==> src/rtl/mem_bus_arbiter.sv <==
`default_nettype none
// ============================================================================
//  Module      : mem_bus_arbiter
//  Description : Shares the single processor-memory bus between retired
//                stores, dcache load misses and icache fetch misses. One bus
//                command is issued per cycle. Load tags handed back by the
//                memory controller are tracked so that each returning
//                response is routed to the cache that issued the load.
//                bus_idle reports when stores have drained and no load is
//                in flight, so a halting core can stop safely.
//
//  Ports
//    clock, reset_n            : rising-edge clock, async active-low reset
//    st_req_*                  : retired-store request (valid/addr/data/ready)
//    dc_req_*, dc_resp_*       : dcache miss request and returning data
//    ic_req_*, ic_resp_*       : icache miss request and returning data
//    proc2mem_*                : command/address/data driven onto the bus
//    mem2proc_*                : acceptance tag, response data, response tag
//    bus_idle                  : no store pending and no load outstanding
//    err_bad_tag               : sticky, a response carried an unknown tag
//
//  Revision    : 1.0  initial release
// ============================================================================
module mem_bus_arbiter #(
    parameter int MAX_OUTSTANDING = 15,  // loads in flight, 1..15
    parameter int STARVE_LIMIT    = 8,   // denied cycles before icache promotion
    parameter int XLEN            = 32   // address width
) (
    input  logic            clock,
    input  logic            reset_n,

    input  logic            st_req_valid,
    input  logic [XLEN-1:0] st_req_addr,
    input  logic [63:0]     st_req_data,
    output logic            st_req_ready,

    input  logic            dc_req_valid,
    input  logic [XLEN-1:0] dc_req_addr,
    output logic            dc_req_ready,
    output logic            dc_resp_valid,
    output logic [63:0]     dc_resp_data,

    input  logic            ic_req_valid,
    input  logic [XLEN-1:0] ic_req_addr,
    output logic            ic_req_ready,
    output logic            ic_resp_valid,
    output logic [63:0]     ic_resp_data,

    output logic [1:0]      proc2mem_command,
    output logic [XLEN-1:0] proc2mem_addr,
    output logic [63:0]     proc2mem_data,
    input  logic [3:0]      mem2proc_response,
    input  logic [63:0]     mem2proc_data,
    input  logic [3:0]      mem2proc_tag,

    output logic            bus_idle,
    output logic            err_bad_tag
);

    // ------------------------------------------------------------------
    // Constants
    // ------------------------------------------------------------------
    localparam logic [1:0] c_bus_none  = 2'd0;
    localparam logic [1:0] c_bus_load  = 2'd1;
    localparam logic [1:0] c_bus_store = 2'd2;

    localparam int c_starve_w = (STARVE_LIMIT < 1) ? 1 : $clog2(STARVE_LIMIT + 1);
    localparam logic [c_starve_w-1:0] c_starve_max = c_starve_w'(STARVE_LIMIT);
    localparam logic [3:0]            c_max_out    = 4'(MAX_OUTSTANDING);

    // Which requester owns the bus this cycle
    typedef enum logic [1:0] {
        GNT_NONE = 2'd0,
        GNT_ST   = 2'd1,
        GNT_DC   = 2'd2,
        GNT_IC   = 2'd3
    } grant_e;

    // ------------------------------------------------------------------
    // State
    // ------------------------------------------------------------------
    logic [15:0]           r_tag_valid;   // tag entry holds an outstanding load
    logic [15:0]           r_tag_owner;   // 1 = icache, 0 = dcache
    logic [3:0]            r_count;       // outstanding loads
    logic [c_starve_w-1:0] r_starve;      // consecutive icache denials
    logic                  r_err;         // sticky bad-tag flag

    // ------------------------------------------------------------------
    // Arbitration
    // ------------------------------------------------------------------
    grant_e w_grant;
    logic   w_load_ok;
    logic   w_dc_elig;
    logic   w_ic_elig;
    logic   w_ic_promoted;
    logic   w_mem_accept;

    assign w_load_ok     = (r_count < c_max_out);
    assign w_dc_elig     = dc_req_valid && w_load_ok;
    assign w_ic_elig     = ic_req_valid && w_load_ok;
    assign w_ic_promoted = (r_starve == c_starve_max);
    assign w_mem_accept  = (mem2proc_response != 4'd0);

    always_comb begin
        w_grant = GNT_NONE;
        // A starved icache jumps ahead of stores and dcache for one win;
        // winning clears the starve counter so normal order resumes.
        if (w_ic_promoted && w_ic_elig) begin
            w_grant = GNT_IC;
        end else if (st_req_valid) begin
            w_grant = GNT_ST;
        end else if (w_dc_elig) begin
            w_grant = GNT_DC;
        end else if (w_ic_elig) begin
            w_grant = GNT_IC;
        end
    end

    // The winner drives the bus whether or not memory accepts it; a reject
    // leaves all state untouched and the request simply tries again.
    always_comb begin
        proc2mem_command = c_bus_none;
        proc2mem_addr    = '0;
        proc2mem_data    = '0;
        st_req_ready     = 1'b0;
        dc_req_ready     = 1'b0;
        ic_req_ready     = 1'b0;
        case (w_grant)
            GNT_ST: begin
                proc2mem_command = c_bus_store;
                proc2mem_addr    = st_req_addr;
                proc2mem_data    = st_req_data;
                st_req_ready     = w_mem_accept;
            end
            GNT_DC: begin
                proc2mem_command = c_bus_load;
                proc2mem_addr    = dc_req_addr;
                dc_req_ready     = w_mem_accept;
            end
            GNT_IC: begin
                proc2mem_command = c_bus_load;
                proc2mem_addr    = ic_req_addr;
                ic_req_ready     = w_mem_accept;
            end
            default: ;
        endcase
    end

    // ------------------------------------------------------------------
    // Response routing
    // ------------------------------------------------------------------
    logic w_tag_present;
    logic w_tag_hit;
    logic w_tag_bad;
    logic w_hit_is_ic;

    // Routing always looks at the table as it was at the start of the
    // cycle, so a tag freed and reallocated in the same cycle still goes
    // to its previous owner.
    assign w_tag_present = (mem2proc_tag != 4'd0);
    assign w_tag_hit     = w_tag_present &&  r_tag_valid[mem2proc_tag];
    assign w_tag_bad     = w_tag_present && !r_tag_valid[mem2proc_tag];
    assign w_hit_is_ic   = r_tag_owner[mem2proc_tag];

    assign dc_resp_valid = w_tag_hit && !w_hit_is_ic;
    assign ic_resp_valid = w_tag_hit &&  w_hit_is_ic;
    assign dc_resp_data  = dc_resp_valid ? mem2proc_data : 64'd0;
    assign ic_resp_data  = ic_resp_valid ? mem2proc_data : 64'd0;

    // ------------------------------------------------------------------
    // Tag table and counter updates
    // ------------------------------------------------------------------
    logic        w_load_accept;
    logic        w_alloc_is_ic;
    logic [15:0] w_alloc_mask;
    logic [15:0] w_free_mask;

    assign w_load_accept = dc_req_ready || ic_req_ready;
    assign w_alloc_is_ic = ic_req_ready;
    assign w_alloc_mask  = w_load_accept ? (16'd1 << mem2proc_response) : 16'd0;
    assign w_free_mask   = w_tag_hit     ? (16'd1 << mem2proc_tag)      : 16'd0;

    always_ff @(posedge clock or negedge reset_n) begin
        if (!reset_n) begin
            r_tag_valid <= 16'd0;
            r_tag_owner <= 16'd0;
            r_count     <= 4'd0;
        end else begin
            // Clear first, then set: a same-cycle reallocation wins the entry.
            r_tag_valid <= (r_tag_valid & ~w_free_mask) | w_alloc_mask;
            r_tag_owner <= (r_tag_owner & ~w_alloc_mask)
                         | (w_alloc_mask & {16{w_alloc_is_ic}});
            r_count     <= r_count + {3'b000, w_load_accept} - {3'b000, w_tag_hit};
        end
    end

    always_ff @(posedge clock or negedge reset_n) begin
        if (!reset_n) begin
            r_starve <= '0;
        end else if (ic_req_valid && !ic_req_ready) begin
            if (r_starve != c_starve_max) begin
                r_starve <= r_starve + c_starve_w'(1);
            end
        end else begin
            r_starve <= '0;
        end
    end

    always_ff @(posedge clock or negedge reset_n) begin
        if (!reset_n) begin
            r_err <= 1'b0;
        end else if (w_tag_bad) begin
            r_err <= 1'b1;
        end
    end

    // ------------------------------------------------------------------
    // Status
    // ------------------------------------------------------------------
    assign bus_idle    = !st_req_valid && (r_count == 4'd0);
    assign err_bad_tag = r_err;

endmodule
`default_nettype wire

==> config.mk <==
export PLATFORM = sky130hd
export DESIGN_NAME = mem_bus_arbiter
export DESIGN_NICKNAME = d
export VERILOG_FILES = /design/src/rtl/mem_bus_arbiter.sv
export SDC_FILE = /design/constraint.sdc
export NUM_CORES = 1
export LEC_CHECK = 0
export CAP_MARGIN = 30
export CORE_AREA = 2 2 181 183
export CTS_CLUSTER_SIZE = 20
export DETAILED_ROUTE_END_ITERATION = 16
export DIE_AREA = 0 0 183 185
export GPL_TIMING_DRIVEN = 1
export SYNTH_ARGS = -nofsm -noshare
export SYNTH_HDL_FRONTEND = slang
export SYNTH_SLANG_ARGS = --single-unit
==> constraint.sdc <==
create_clock -name clock -period 2.8 [get_ports clock]
set_input_delay 0.56 -clock clock [delete_from_list [all_inputs] [get_ports clock]]
set_output_delay 0.56 -clock clock [all_outputs]
set_load 0.005 [all_outputs]
==> results of run 1 <==
==> power groups by stage <==
stage,Combinational [W],Sequential [W],Clock [W]
final,0.00343,0.000835,0.000675
after CTS,0.00304,0.000831,0.000687
after global placement,0.00239,0.000836,0
after floorplan,0.00103,0.000820,0
after global routing,0.00364,0.000852,0.000709
after detailed placement,0.00242,0.000840,0
==> cell usage after synthesis (3+ instances only) <==
| cell type | count |
|---|---|
| a211o_1 | 3 |
| a21o_1 | 3 |
| a21oi_1 | 5 |
| a222oi_1 | 27 |
| and2_1 | 66 |
| buf_2 | 15 |
| buf_6 | 15 |
| clkbuf_1 | 24 |
| dfrtp_1 | 41 |
| ha_1 | 7 |
| inv_1 | 39 |
| mux2_2 | 14 |
| mux2i_1 | 12 |
| mux4_2 | 4 |
| nand2_1 | 29 |
| nand2b_1 | 4 |
| nand3_1 | 9 |
| nand3b_1 | 5 |
| nor2_1 | 14 |
| nor2b_1 | 7 |
| nor3b_1 | 80 |
| nor3b_2 | 49 |
| o21ai_0 | 21 |
| or2_2 | 3 |
| xnor2_1 | 3 |
| xor2_1 | 3 |
==> routing by layer <==
metal	up-vias	track usage (%)	share of wire [%]
li1	3188	-	-
met1	3338	19.13	35
met2	389	34.11	53
met3	66	4.797	8.6
met4	2	6.304	3.7
met5	-	0	0.038
==> metrics by stage <==
stage,TNS (ps),area [µm²]
2_1_floorplan,0,4634
3_3_place_gp,-156970,10380
3_5_place_dp,-157850,10400
4_1_cts,-41160,11710
5_1_grt,-37650,12470
6_report,-23780,12470
==> logic make-up after synthesis <==
family          count (synthesis)  share of synthesized area [%]
flops                          41                          22.14
buf+inv                        97                          10.85
compound gates                 70                          11.56
mux                            32                          8.423
fa+ha+maj                       8                          2.322
xor+xnor                        6                          1.134
simple gates                  274                          43.57
==> repair_timing <==
item                       4_1_cts  5_1_grt
buffers inserted                79       51
pin swaps                       55      138
gates cloned                    22       13
setup endpoints to repair      234      231
gates resized for setup        887      404
==> how the worst max path moves through the flow <==
stage | endpoint | slack (ps) | cells after the start
global route | ic_resp_data[39] | -340 | 12
detailed placement | dc_resp_data[7] | -1050 | 8
floorplan | r_count[3]$_DFF_PN0_ | 60 | 12
global placement | ic_resp_data[6] | -1080 | 10
finish | ic_resp_data[39] | -280 | 12
CTS | dc_resp_data[21] | -550 | 11
==> worst reg2reg max path: cells and delay by family, from the launching register on <==
kind                       cells  cell delay, ps
adders and majority gates      3             740
xor gates and xnor gates       2             300
DFF                            1             390
buffers and inverters          3             240
AOI/OAI and AO/OA              1             440
and+or+nand+nor                2             420
==> cell type report <==
class,instances,area (µm²)
Antenna cell,7,17.52
Sequential cell,41,1026
Multi-Input combinational cell,393,3837
Timing Repair Buffer,694,6754
Tap cell,408,510.5
Inverter,40,150.1
Clock inverter,1,30.03
Clock buffer,7,142.6
Fill cell,3145,19570
==> results.md, run 1 <==
- Logic pwr share: 69.4%
- Top_reg_cell synth: dfrtp_1
- Worst Hold Class: in -> async
- First-pass GRT wire length: 45390 µm
- Crit path from: mem2proc_tag[0]
- Die Area: 33860 µm²
- Buffers and inverters on the worst path: 8
- Clock Path Buffers: 2
- Most frequent cells in the layout: clkdlybuf4s50_1 (230), buf_2 (158), buf_6 (136)
- GRT Total Usage: 17.99%
- Number of global-route vias before repair: 7019
- Leading cell type in the layout, fill and taps excluded: clkdlybuf4s50_1
- RR Startpoint: r_starve[0]$_DFFE_PN0P_
- Worst Path Max Fanout: 7
- CTS tree: yes
- Core ar.: 32040 µm²
- Dpl cells: 1443
- Worst-Skew Late Latency: 280 ps
- Io pins: 470
- Max cap viols: 0
- Die Span Y: 185 µm
- Post-synthesis sequential area ratio: 22.14%
- Critical Path Max Stage Delay: 480 ps
- Critical Path AT: 2520 ps
- CTS Sinks: 41
- CP Launch Type: primary input
- Worst slack at placement: -1050 ps
- Setup violators final: 206
- Unrepaired setup endpoints after global routing: yes
- Fmax: 324.2 MHz
- Clock Power Share: 13.7%
- Routed wire per std cell: 21.68 µm
- Synth Cell Area: 4634 µm²
- DR iter-0 viols: 322
- CTS clk-pin slew, worst paths: 60 ps
- Flop pwr share: 16.9%
- I/O Buffers: 469
- Tcrit/Tclk final: 110.2%
- Non-filler cells, final: 1591
- CTS Buf Count: 5
- Number of routed nets with antenna violations: 0
- Final hold violation count: 0
- Status: finished, violations left
- Util after Layout: 38.91%
- Syn Inst Count: 528
- CP required: 2240 ps
- CP Class: in -> out
- Mapped Nets: 773
- CP delay by family, top: buffers and inverters
- Gpl congestion: 0.7969
- Synth Warn #: 0
- CP most frequent cell: buf_12
- Root buf cell: clkbuf_16
- Synth top area share: 22.14%
- Via density: 4.389
- Starting Density: 14.46%
- Largest net degree at the start of global routing: 41
- Worst path cell trace: buf_12, mux4_2, mux2_4, buf_6, o21ai_4, buf_12, buf_12, buf_12, buf_6, buf_6, nor3b_2, buf_2
- TritonRoute pass-1 iters: 5
- Hold WS: 196.9 ps
- PwrDens: 396.5 nW/µm²
- Rel. slew slack: 72.49%
- Worst setup margin: -284.5 ps
- Switching power: 0.001724 W
- Detailed-route via count: 6983
- Internal power: 0.003219 W
- Layout area overhead: 169.0%
- Syn_area_per_cell: 8.777 µm²
- Fin nets: 1420
- DP Wirelength: 23470 µm
- Worst-Margin Slew: 412.7 ps
- Reg2reg setup slack: 180 ps
- Layout cell share with drive strength beyond 1: 58.84%
- Final WL: 34490 µm
- Clock period minus final worst setup slack: 3085 ps
- Net Sw Frac: 34.87%
- RR Endpoint: r_count[2]$_DFF_PN0_
- Clock skew: 5.718 ps
- Failing checks: negative setup slack
- Row count: 66
- VDD IR max: 0.2939 mV
- H-Tree Level Count: 2
- Final Max Slew Viols: 0
- PnR Total Power: 0.004943 W
- Area contributors post-synth: dfrtp_1 (22%), nor3b_2 (13%), nor3b_1 (13%)
- Drt drc: 0
- CP Capture Type: output pin
- GRT Residual Overflow: 0
- Initial antenna violation count: 12
- Crit-path slowest cell: mux4_2
- Synth Register Bits: 41
- P_leak: 5.854 nW
- Area leader, netlist: dfrtp_1
- Die Span X: 183 µm
- Worst reg2reg path depth: 11
- Number of synthesized flops with an enable pin: 0
- Ys async rst share: 100.0%
- Synth cell types: 46
- Cts hold-fix bufs: 0
Power figures use the tool's default switching activity.
==> run 2, diff against run 1 <==
--- a/config.mk
+++ b/config.mk
@@ -11,6 +11,7 @@
 export DETAILED_ROUTE_END_ITERATION = 16
 export DIE_AREA = 0 0 183 185
 export GPL_TIMING_DRIVEN = 1
+export SLEW_MARGIN = 20
 export SYNTH_ARGS = -nofsm -noshare
 export SYNTH_HDL_FRONTEND = slang
 export SYNTH_SLANG_ARGS = --single-unit
==> results of run 2 <==
The final DEF is identical to that of run 1; final timing and power are the same.
==> run 3, diff against run 2 <==
--- a/config.mk
+++ b/config.mk
@@ -7,10 +7,12 @@
 export LEC_CHECK = 0
 export CAP_MARGIN = 30
 export CORE_AREA = 2 2 181 183
+export CTS_CLUSTER_DIAMETER = 60
 export CTS_CLUSTER_SIZE = 20
 export DETAILED_ROUTE_END_ITERATION = 16
 export DIE_AREA = 0 0 183 185
 export GPL_TIMING_DRIVEN = 1
+export PLACE_DENSITY = 0.53
 export SLEW_MARGIN = 20
 export SYNTH_ARGS = -nofsm -noshare
 export SYNTH_HDL_FRONTEND = slang
==> results.md, run 3 (synthesis gave the netlist of run 1 again) <==
- H-Tree Level Count: 2 (unchanged)
- Worst reg2reg path depth: 12 (was 11)
- Fill cell count: 3139 (was 3145)
- Rel. slew slack: 70.54% (was 72.49%)
- Multi-input gate area: 3807 µm² (was 3837 µm²)
- Status: finished, violations left (unchanged)
- Fin nets: 1422 (was 1420)
- Cts hold-fix bufs: 0 (unchanged)
- Root buf cell: clkbuf_16 (unchanged)
- CTS Sinks: 41 (unchanged)
- CP delay by family, top: buffers and inverters (unchanged)
- Worst Path Max Fanout: 6 (was 7)
- Fmax: 328.8 MHz (was 324.2 MHz)
- Buffers and inverters on the worst path: 8 (unchanged)
- CP Launch Type: primary input (unchanged)
- Setup violators final: 145 (was 206)
- Via density: 4.302 (was 4.389)
- Starting Density: 14.46% (unchanged)
- GRT Total Usage: 17.90% (was 17.99%)
- Final hold violation count: 0 (unchanged)
- Worst slack at placement: -1125 ps (was -1050 ps)
- Final Max Slew Viols: 0 (unchanged)
- Tcrit/Tclk final: 108.6% (was 110.2%)
- Worst-Margin Slew: 441.9 ps (was 412.7 ps)
- Worst Hold Class: in -> async (unchanged)
- Failing checks: negative setup slack (unchanged)
- Drt drc: 0 (unchanged)
- Clock Path Buffers: 2 (unchanged)
- Critical Path AT: 2480 ps (was 2520 ps)
- Initial antenna violation count: 4 (was 12)
- First-pass GRT wire length: 45440 µm (was 45390 µm)
- Number of routed nets with antenna violations: 0 (unchanged)
- CP required: 2240 ps (about the same)
- Die Area: 33860 µm² (unchanged)
- Clock period minus final worst setup slack: 3042 ps (was 3085 ps)
- CTS tree: yes (unchanged)
- Row count: 66 (unchanged)
- I/O Buffers: 469 (unchanged)
- Die Span X: 183 µm (unchanged)
- Number of global-route vias before repair: 7035 (was 7019)
- P_leak: 6.236 nW (was 5.854 nW)
- Routed wire per std cell: 20.75 µm (was 21.68 µm)
- Crit-path slowest cell: a31o_2 (was mux4_2)
- Final WL: 32940 µm (was 34490 µm)
- GRT Residual Overflow: 0 (unchanged)
- Clock skew: 4.724 ps (was 5.718 ps)
- Die Span Y: 185 µm (unchanged)
- Non-filler cells, final: 1588 (was 1591)
- VDD IR max: 0.2316 mV (was 0.2939 mV)
- Worst path cell trace: buf_12, buf_12, mux2i_2, a31o_2, nand3b_1, o31a_4, buf_6, buf_12, buf_4, buf_6, buf_16, nor3b_2, buf_2 (was buf_12, mux4_2, mux2_4, buf_6, o21ai_4, buf_12, buf_12, buf_12, buf_6, buf_6, nor3b_2, buf_2)
- Most frequent cells in the layout: clkdlybuf4s50_1 (230), buf_2 (142), nor3b_2 (107) (was clkdlybuf4s50_1 (230), buf_2 (158), buf_6 (136))
- Layout cell share with drive strength beyond 1: 52.55% (was 58.84%)
- Leading cell type in the layout, fill and taps excluded: clkdlybuf4s50_1 (unchanged)
- DR iter-0 viols: 289 (was 322)
- Fin Setup TNS: -16580 ps (was -23780 ps)
- Critical Path Max Stage Delay: 210 ps (was 480 ps)
- Unrepaired setup endpoints after global routing: yes (unchanged)
- CP Class: in -> out (unchanged)
- CTS Buf Count: 5 (unchanged)
- Hold WS: 144.6 ps (was 196.9 ps)
- TritonRoute pass-1 iters: 5 (unchanged)
- Levels on crit path: 13 (was 12)
- Reg area: 1026 µm² (unchanged)
- Core ar.: 32040 µm² (unchanged)
- Gpl congestion: 0.7617 (was 0.7969)
- CP most frequent cell: buf_12 (unchanged)
- Largest net degree at the start of global routing: 42 (was 41)
- Io pins: 470 (unchanged)
- PwrDens: 401.0 nW/µm² (was 396.5 nW/µm²)
- Max cap viols: 0 (unchanged)
- CTS clk-pin slew, worst paths: 60 ps (about the same)
- Worst setup margin: -241.7 ps (was -284.5 ps)
- Worst-Skew Late Latency: 280 ps (about the same)
- CP Capture Type: output pin (unchanged)
- DP Wirelength: 23800 µm (was 23470 µm)
- Dpl cells: 1452 (was 1443)
- Detailed-route via count: 6832 (was 6983)
- Layout area overhead: 170.8% (was 169.0%)
## run 3: cell count changes in the layout (fill, tap and decap cells not counted), moves of 12 or more
cell	previous run	this run
and2_1	11	50
and2_4	55	16
buf_12	28	40
buf_2	158	142
buf_6	136	91
clkbuf_2	19	33
dlymetal6s2s_1	1	35
nor3b_4	6	20
## run 3: worst register-to-register path: cells and delay by family (launching register included)
| kind | cells | cell delay, ps |
|---|---|---|
| fa+ha+maj | 3 | 760 |
| buf+inv | 4 | 440 |
| flops | 1 | 390 |
| compound gates | 1 | 320 |
| xor+xnor | 2 | 290 |
| simple gates | 2 | 260 |
## run 3: metal layers
metal / global-route usage, % / wire (µm) / vias to the layer above
met2: 34.73 / 17950 / 360
met5: 0 / 13 / -
li1: - / - / 3180
met4: 4.064 / 685 / 2
met3: 4.326 / 2895 / 41
met1: 19.50 / 11400 / 3249
## run 3: final timing paths
| kind | startpoint | endpoint | slack, ps |
|---|---|---|---|
| worst max register to register | r_starve[1]$_DFFE_PN0P_ | r_count[2]$_DFF_PN0_ | 230 |
| worst min-delay path | reset_n | asynchronous set/reset pin | 140 |
| min in group clock | register | register | 370 |
| worst min register to register | register | register | 370 |
| max in group asynchronous | reset_n | r_count[1]$_DFF_PN0_ | 2200 |
| worst max-delay path | mem2proc_tag[1] | ic_resp_data[28] | -240 |
## run 3: layout make-up
type	instances	share of cell area [%]
Clock inverter	1	0.03988
Inverter	40	1.196
Multi-Input combinational cell	392	30.34
Clock buffer	7	1.216
Tap cell	408	4.068
Antenna cell	2	0.03988
Sequential cell	41	8.175
Timing Repair Buffer	697	54.93
## run 3: timing repair
| action | 4_1_cts | 5_1_grt |
|---|---|---|
| pin swaps | 72 | 103 |
| setup buffers | 88 | 33 |
| gates resized for setup | 835 | 285 |
| endpoints found under the hold margin | 0 | 0 |
| cloned | 25 | 2 |
| endpoints found under the setup margin | 234 | 227 |
## run 3: stage by stage
step	area (µm²)	total power, W	util, %
after floorplan	4634	0.001852	-
after global placement	10480	0.003278	32.72
after CTS	12190	0.004947	38.04
final	12550	0.005032	39.17
after detailed placement	10480	0.003296	32.72
after global routing	12540	0.005310	39.15
## run 3: power breakdown
part / switching (W) / leakage (nW) / total [W] / internal [W]
clock: 0.000226 / 0.0799 / 0.000603 / 0.000377
combinational: 0.00145 / 5.64 / 0.00360 / 0.00215
sequential: 0.0000808 / 0.520 / 0.000828 / 0.000747
total: 0.00176 / 6.24 / 0.00503 / 0.00327
